`config.mk`:
```
export PLATFORM = sky130hd
export DESIGN_NAME = lawn_cursor_ctrl_flat
export DESIGN_NICKNAME = d
export VERILOG_FILES = /design/src/rtl/lawn_cursor_if.sv /design/src/rtl/lawn_cursor_ctrl.sv /design/src/flat_wrapper.sv
export SDC_FILE = /design/constraint.sdc
export NUM_CORES = 1
export LEC_CHECK = 0
export ABC_AREA = 1
export BUFFER_PORTS_ARGS = -buffer_cell sky130_fd_sc_hd__buf_2
export CAP_MARGIN = 20
export CELL_PAD_IN_SITES_DETAIL_PLACEMENT = 1
export CELL_PAD_IN_SITES_GLOBAL_PLACEMENT = 1
export CORE_MARGIN = 10
export CORE_UTILIZATION = 45
export DETAILED_ROUTE_END_ITERATION = 12
export GPL_TIMING_DRIVEN = 0
export PLACE_DENSITY = 0.76
export SYNTH_ARGS = -nofsm -noshare
export SYNTH_HDL_FRONTEND = slang
export SYNTH_SLANG_ARGS = --single-unit
```
`constraint.sdc`:
```
create_clock -name clk -period 3.75 [get_ports clk]
set_clock_uncertainty 0.2 [all_clocks]
set_input_delay 0.75 -clock clk [delete_from_list [all_inputs] [get_ports clk]]
set_output_delay 0.75 -clock clk [all_outputs]
set_load 0.05 [all_outputs]
```
`src/rtl/lawn_cursor_if.sv`:
```
// lawn_cursor_if: raw buttons and level_clear in, cursor position, placement strobes and occupancy out.
interface lawn_cursor_if;
    logic upButton, downButton, leftButton, rightButton, selectButton, level_clear;
    logic isSelectingPlantBox, place_valid, place_reject;
    logic [1:0] plantSel;
    logic [2:0] lawnRow, lawnCol;
    logic [24:0] occupied;
    modport master(
        output upButton, downButton, leftButton, rightButton, selectButton, level_clear,
        input  isSelectingPlantBox, place_valid, place_reject, plantSel, lawnRow, lawnCol, occupied
    );
    modport slave(
        input  upButton, downButton, leftButton, rightButton, selectButton, level_clear,
        output isSelectingPlantBox, place_valid, place_reject, plantSel, lawnRow, lawnCol, occupied
    );
endinterface

```
`src/rtl/lawn_cursor_ctrl.sv`:
```
// lawn_cursor_ctrl: debounced button cursor for plant bar and 5x5 lawn with occupancy tracking.
// Define CURSOR_WRAP_EN to make cursor moves wrap at the edges instead of saturating.
module lawn_cursor_ctrl #(
    parameter logic [19:0] DEBOUNCE_CYCLES = 20'd500000
) (
    input logic clk,
    input logic reset,
    lawn_cursor_if.slave bus
);
    typedef enum logic [1:0] {PICK_PLANT, PICK_CELL, PLACE} state_t;
    state_t state;
    logic [4:0] rawQ, level, levelQ, pressQ, ev;
    logic [19:0] cnt [5];
    logic [4:0] cellIdx;
    logic cellBusy;
    // button bit order is priority order: select, up, down, left, right; keep only the lowest set bit
    assign ev = pressQ & (~pressQ + 5'd1);
    assign cellIdx = 5'(bus.lawnRow) * 5'd5 + 5'(bus.lawnCol);
    assign cellBusy = bus.occupied[cellIdx];

    function automatic logic [2:0] step(input logic [2:0] v, input logic inc, input logic [2:0] mx);
`ifdef CURSOR_WRAP_EN
        return inc ? (v == mx ? 3'd0 : v + 3'd1) : (v == 3'd0 ? mx : v - 3'd1);
`else
        return inc ? (v == mx ? v : v + 3'd1) : (v == 3'd0 ? v : v - 3'd1);
`endif
    endfunction

    always_ff @(posedge clk) begin
        if (!reset) begin
            rawQ <= '0;
            level <= '0;
            levelQ <= '0;
            pressQ <= '0;
            for (int i = 0; i < 5; i++) cnt[i] <= '0;
        end else begin
            rawQ <= {bus.rightButton, bus.leftButton, bus.downButton, bus.upButton, bus.selectButton};
            levelQ <= level;
            pressQ <= level & ~levelQ;
            for (int i = 0; i < 5; i++) begin
                cnt[i] <= (rawQ[i] != level[i] && cnt[i] != DEBOUNCE_CYCLES - 20'd1) ? cnt[i] + 20'd1 : '0;
                if (rawQ[i] != level[i] && cnt[i] == DEBOUNCE_CYCLES - 20'd1) level[i] <= rawQ[i];
            end
        end
    end

    always_ff @(posedge clk) begin
        if (!reset) begin
            state <= PICK_PLANT;
            bus.plantSel <= '0;
            bus.lawnRow <= '0;
            bus.lawnCol <= '0;
            bus.occupied <= '0;
            bus.place_valid <= 1'b0;
            bus.place_reject <= 1'b0;
            bus.isSelectingPlantBox <= 1'b1;
        end else begin
            bus.place_valid <= 1'b0;
            bus.place_reject <= 1'b0;
            if (bus.level_clear) begin
                state <= PICK_PLANT;
                bus.occupied <= '0;
                bus.isSelectingPlantBox <= 1'b1;
            end else begin
                case (state)
                    PICK_PLANT: begin
                        if (ev[0]) begin
                            state <= PICK_CELL;
                            bus.isSelectingPlantBox <= 1'b0;
                        end else if (ev[3] || ev[4]) bus.plantSel <= 2'(step({1'b0, bus.plantSel}, ev[4], 3'd2));
                    end
                    PICK_CELL: begin
                        if (ev[0] && cellBusy) bus.place_reject <= 1'b1;
                        else if (ev[0]) begin
                            state <= PLACE;
                            bus.place_valid <= 1'b1;
                        end else if (ev[1] || ev[2]) bus.lawnRow <= step(bus.lawnRow, ev[2], 3'd4);
                        else if (ev[3] || ev[4]) bus.lawnCol <= step(bus.lawnCol, ev[4], 3'd4);
                    end
                    default: begin
                        // PLACE (and any stray encoding) commits the cell and returns to the plant bar
                        bus.occupied[cellIdx] <= 1'b1;
                        state <= PICK_PLANT;
                        bus.isSelectingPlantBox <= 1'b1;
                    end
                endcase
            end
        end
    end
endmodule

```
`src/flat_wrapper.sv`:
```
// flat-port wrapper written by rule: the top's interface ports become plain ports
module lawn_cursor_ctrl_flat 
#(
    parameter logic [19:0] DEBOUNCE_CYCLES = 20'd500000
)
  (clk, reset, bus_upButton, bus_downButton, bus_leftButton, bus_rightButton, bus_selectButton, bus_level_clear, bus_isSelectingPlantBox, bus_place_valid, bus_place_reject, bus_plantSel, bus_lawnRow, bus_lawnCol, bus_occupied);
  lawn_cursor_if bus_i ();
  input logic clk;
  input logic reset;
  input wire logic [$bits(bus_i.upButton)-1:0] bus_upButton;
  input wire logic [$bits(bus_i.downButton)-1:0] bus_downButton;
  input wire logic [$bits(bus_i.leftButton)-1:0] bus_leftButton;
  input wire logic [$bits(bus_i.rightButton)-1:0] bus_rightButton;
  input wire logic [$bits(bus_i.selectButton)-1:0] bus_selectButton;
  input wire logic [$bits(bus_i.level_clear)-1:0] bus_level_clear;
  output wire logic [$bits(bus_i.isSelectingPlantBox)-1:0] bus_isSelectingPlantBox;
  output wire logic [$bits(bus_i.place_valid)-1:0] bus_place_valid;
  output wire logic [$bits(bus_i.place_reject)-1:0] bus_place_reject;
  output wire logic [$bits(bus_i.plantSel)-1:0] bus_plantSel;
  output wire logic [$bits(bus_i.lawnRow)-1:0] bus_lawnRow;
  output wire logic [$bits(bus_i.lawnCol)-1:0] bus_lawnCol;
  output wire logic [$bits(bus_i.occupied)-1:0] bus_occupied;
  assign bus_i.upButton = bus_upButton;
  assign bus_i.downButton = bus_downButton;
  assign bus_i.leftButton = bus_leftButton;
  assign bus_i.rightButton = bus_rightButton;
  assign bus_i.selectButton = bus_selectButton;
  assign bus_i.level_clear = bus_level_clear;
  assign bus_isSelectingPlantBox = bus_i.isSelectingPlantBox;
  assign bus_place_valid = bus_i.place_valid;
  assign bus_place_reject = bus_i.place_reject;
  assign bus_plantSel = bus_i.plantSel;
  assign bus_lawnRow = bus_i.lawnRow;
  assign bus_lawnCol = bus_i.lawnCol;
  assign bus_occupied = bus_i.occupied;
  lawn_cursor_ctrl #(.DEBOUNCE_CYCLES(DEBOUNCE_CYCLES)) u_core (.clk(clk), .reset(reset), .bus(bus_i));
endmodule
```
[Word level (Yosys, flattened, before mapping)]
Memory sizes are Yosys's and may differ from the RTL's.
Cells that the tools add are included.
Word-level totals
  memories kept: 1
  bits in writable memories: 100
  register bits: 58
  input bits: 8
  output and inout port bits: 36
  logic and storage cells: 137
Cells by class
  multipliers: 1
  equality and inequality tests: 28
  muxes and demuxes: 33
  reductions and logical operators: 27
  $add $sub $neg: 13
  bitwise logic cells: 16
  order comparisons: 2
Memories
  u_core.cnt: words 5, bits a word 20, rd ports 5, clocked after memory_dff 0, write ports 5, RTL line lawn_cursor_ctrl.sv:13  | logic [19:0] cnt [5];
Operators by type and width (number)
  $mux W20: 10
  $add A20 B1 Y20 const B: 5
  $eq A20 B19 Y1 const B: 5
  $ne A20 B19 Y1 const B: 5
  $or A25 B25 Y25: 1
  $mux W3: 6
  $logic_and A1 B1 Y1: 12
  $mux W2: 6
  $and A5 B5 Y5: 2
  $ne A2 B1 Y1 const B: 5
  $not A5 Y5: 2
  $ne A2 B2 Y1 const B: 4
  $reduce_and A8 Y1: 1
  $mux W1: 7
  $reduce_and A7 Y1: 1
  $add A3 B1 Y3 const B: 2
  $eq A3 B3 Y1 const B: 2
  $logic_not A3 Y1: 2
  $lt A5 B6 Y1 const B: 1
  $not A1 Y1: 6
  $reduce_and A6 Y1: 1
  $sub A3 B1 Y3 const B: 2
  $add A5 B1 Y5 const B: 1
  $add A5 B3 Y5: 1
  19 further kinds: 30

[Longest topological paths before layout]
  depth in word-level cells: 7
  mapped depth: 16
  gate-level depth less buffers: 15

[Worst setup path before layout]
OpenSTA, ideal clock, no wires.
  kind: flip-flop to flip-flop
  start: reg u_core.bus.lawnRow[2]
  end: reg u_core.state[0]
  buffers on the path: 1
  clock period less this slack: 3113 ps
  cell stages (with the launch flop): 14
  library setup time: 67 ps
  arrival: 2846 ps
  data required time: 3483 ps
  slack: 637 ps
  path through: dfxtp_1 ha_1 ha_1 inv_1 fa_1 buf_4 inv_1 nor3_1 nor2_1 nor2_1 nand2_1 nand2_2 nand2_1 a21oi_2
Between the ends
  cells in the longest elaborated chain, start to end: 7
Ends and longest elaborated chain
  start: declaration: RTL line lawn_cursor_if.sv:14  | output isSelectingPlantBox, place_valid, place_reject, plantSel, lawnRow, lawnCol, occupied
  start signal: assignment: RTL line lawn_cursor_ctrl.sv:77  | end else if (ev[1] || ev[2]) bus.lawnRow <= step(bus.lawnRow, ev[2], 3'd4);
  $mul A3 B3 Y5: RTL line lawn_cursor_ctrl.sv:18  | assign cellIdx = 5'(bus.lawnRow) * 5'd5 + 5'(bus.lawnCol);
  $add A5 B3 Y5: RTL line lawn_cursor_ctrl.sv:18
  $bmux W1 S5: RTL line lawn_cursor_ctrl.sv:19  | assign cellBusy = bus.occupied[cellIdx];
  $mux W1 (implied by the code): RTL line lawn_cursor_ctrl.sv:19
  $logic_and A1 B1 Y1: RTL line lawn_cursor_ctrl.sv:73  | if (ev[0] && cellBusy) bus.place_reject <= 1'b1;
  $ne A2 B2 Y1 (no line)
  $reduce_and A3 Y1 (no line)
  end signal: assignment: RTL line lawn_cursor_ctrl.sv:68  | state <= PICK_CELL;
  end signal: assignment: RTL line lawn_cursor_ctrl.sv:75  | state <= PLACE;
  end signal: assignment: RTL line lawn_cursor_ctrl.sv:83  | state <= PICK_PLANT;
  end: declaration: RTL line lawn_cursor_ctrl.sv:11  | state_t state;
No other way between the ends. The select of a mux whose other input is x is not followed.
A chain may end at the register's enable or synchronous reset.

[Worst setup path in the final report]
Ends and elaborated chain as after synthesis.

==> out/results.ini <==
[timing]
finalHoldViolCount=0
min_period_ns=3.12
rsz0062_at_grt=false
setup-tns-final_ns=0
setup_violations=0
tightest_slew_ns=0.611
fin_ws_ns=0.633
fin_crit_sh_pct=83.1
max_freq_mhz=321
slew_headroom_pct=59.1
slew_viol_final=0

[placement]
dp_slack_ns=0.716
gp_congestion=0.816
dpl.cell_count=1252
dp.final_hpwl_um=13300
port_buffers=43

[floorplanning]
die_w_um=150
die_h_um=150
design.portCount=44
start_util_pct=45.7
die-area_um2=22400
core_region_area_um2=16500
num_rows=47

[clock_tree]
cts_tree=built
cts_setup_buffers=0
clock_sinks=158
ctsResizeCount=0
clk_latency_ns=0.42
htree_levels=4
holdBufCountCts=0
cts_root_buf=clkbuf_16
cts_inserted_buffers=17
clock_path_buffers=2
clk_pin_slew_worst_paths_ns=0.06

[synth]
syn-num-nets=1013
ys_warn_count=0
synth_top_area_share_pct=41.9
netlist-cell-type-count=48
synth_top_area_cell=dfxtp_1
syn_inst=989
syn-mean-instance-area_um2=7.63
synth_area_leaders=dfxtp_1 (42%), nand2_1 (8.8%), inv_1 (6.3%), nor2_1 (5.8%), a21oi_1 (5.1%)
yosysSeqAreaShare_pct=41.9
netlist_area_um2=7550
ys_ff_latch=158

[setup_path]
startpoint=u_core.bus.lawnRow[2]$_SDFFE_PN0P_
cp_cell_sequence=ha_1 > ha_1 > inv_1 > fa_1 > buf_4 > inv_1 > nor3_1 > nor2_1 > nor2_1 > nand2_1 > nand2_2 > nand2_1 > a21oi_2
crit_type=reg2reg
max_stage_delay_ns=0.54
path_buf_inv=3
cpMaxStageDelayCell=fa_1
start_kind=flip-flop
required_ns=3.90
worstPathArrival_ns=3.27
cpLargestDelayFamily=adder cells
cp-end-kind=flip-flop
crit_fanout=10
r2r-start=u_core.bus.lawnRow[2]$_SDFFE_PN0P_

[route]
drc=0
drt_iter0_drc=202
routed_wl_um=18300
wl_per_cell_um=14.3
dr.pass1.iters=5
ant_nets=0
vias=6456
vias_per_cell=5.03

[hold_path]
holdCritStartpoint=u_core.levelQ[1]$_SDFF_PN0_
hold_path.class=reg2reg

[cells_and_area]
n_antenna_cell=0
drive_above_1_share_pct=16.7
synthToLayoutAreaGrowth_pct=14.9
layout_commonest_cell=nand2_1
fin_cells=1284
nNetsFinal=1075
final_cell_mix=nand2_1 (177), dfxtp_1 (158), inv_1 (127), nor2_1 (116), a21oi_1 (77)

[power]
power_w=0.00360
ir_worst_vdd_v=0.000325
power_density_nw_per_um2=416
p_leak_nw=3.40

[grt]
grt_max_degree=17
grt_usage_pct=16.7
overflow=0
grt_pass1_vias=6508
grt_pass1_wl_um=30900
antenna_found_initial=0

[outcome]
status=finished, final reports clean

[flow_run]
drv_cap=0

==> cell usage after synthesis (all sizes together) <==
library cell  instances
xnor2                13
xor2                 21
dfxtp               158
nor4                 12
o21bai                3
inv                 141
a31oi                 1
or2                   7
ha                   13
clkinv                6
clkbuf                4
nand4                24
fa                    3
and3                  6
nand3b                1
nand2               192
buf                  11
o21a                  7
o21ai                27
and3b                 1
a21oi                78
nor3                 43
o211ai                2
a211oi                6
nor3b                 8
nand3                56
nor2                145
==> state kept, by name, summed over array words and instances, names as in the netlist <==
name,flops
u_core.state,2
u_core.bus.occupied,25
u_core.bus.lawnRow,3
u_core.bus.place_reject,1
u_core.bus.place_valid,1
u_core.rawQ,5
u_core.bus.lawnCol,3
u_core.bus.isSelectingPlantBox,1
u_core.level,5
u_core.cnt,100
u_core.pressQ,5
u_core.bus.plantSel,2
u_core.levelQ,5
==> routing by layer <==
| metal | global-route usage (%) | vias up | wire length (um) |
|---|---|---|---|
| met5 | 0 | - | 0 |
| met4 | 5.00 | 0 | 163 |
| met3 | 3.59 | 11 | 513 |
| met2 | 29.4 | 51 | 9250 |
| met1 | 20.0 | 3080 | 8380 |
| li1 | - | 3314 | - |
==> worst register-to-register path, delay by kind of cell, from the launching register on <==
family | cells | cell delay [ns]
flip-flops | 1 | 0.47
adder cells (fa/ha/maj) | 3 | 1.13
buffers and inverters | 3 | 0.42
AO/OA/AOI/OAI | 1 | 0.10
AND/OR/NAND/NOR | 6 | 0.73
==> power breakdown <==
part           internal (W)  leakage [nW]  total [W]  switching (W)
sequential          0.00168          1.27    0.00169     0.00000461
clock               0.00116         0.311    0.00186       0.000700
combinational     0.0000169          1.81  0.0000557      0.0000387
total               0.00286          3.40    0.00360       0.000743
==> final cells by class <==
cell class,instances,area (um^2)
clock inverters,12,165
plain buffers,15,98.8
multi-input cells,669,3730
fillers,2108,7860
flip-flops and latches,158,3160
well taps,220,275
inverters,147,556
repair buffers,43,215
clock buffers,20,467
==> cell families (layout without fill, tap and decap cells) <==
logic type | after synthesis | count (layout) | share of synthesized area, %
AO/OA/AOI/OAI | 124 | 124 | 9.02
flip-flops | 158 | 158 | 41.9
buffers and inverters | 162 | 237 | 8.67
AND/OR/NAND/NOR | 495 | 495 | 33.5
XOR/XNOR | 34 | 34 | 3.95
adder cells (fa/ha/maj) | 16 | 16 | 2.95
==> worst paths after layout <==
check | slack [ns] | cells past startpoint | to
max reg2reg | 0.63 | 13 | u_core.state[0]$_SDFFE_PP0P_
min reg2reg | 0.19 | 1 | u_core.pressQ[1]$_SDFF_PN0_
max | 0.63 | 13 | u_core.state[0]$_SDFFE_PP0P_
min | 0.19 | 1 | u_core.pressQ[1]$_SDFF_PN0_
==> through the flow <==
stage                     utilization [%]  hold slack [ns]  cell area (um^2)
final                                52.5            0.185              8670
after global routing                 52.5            0.203              8670
after CTS                            52.5            0.190              8670
after detailed placement             48.6            0.175              8040
after global placement               48.6            0.173              8040
after floorplan                         -            0.168              7550
Power figures use the tool's default switching activity.
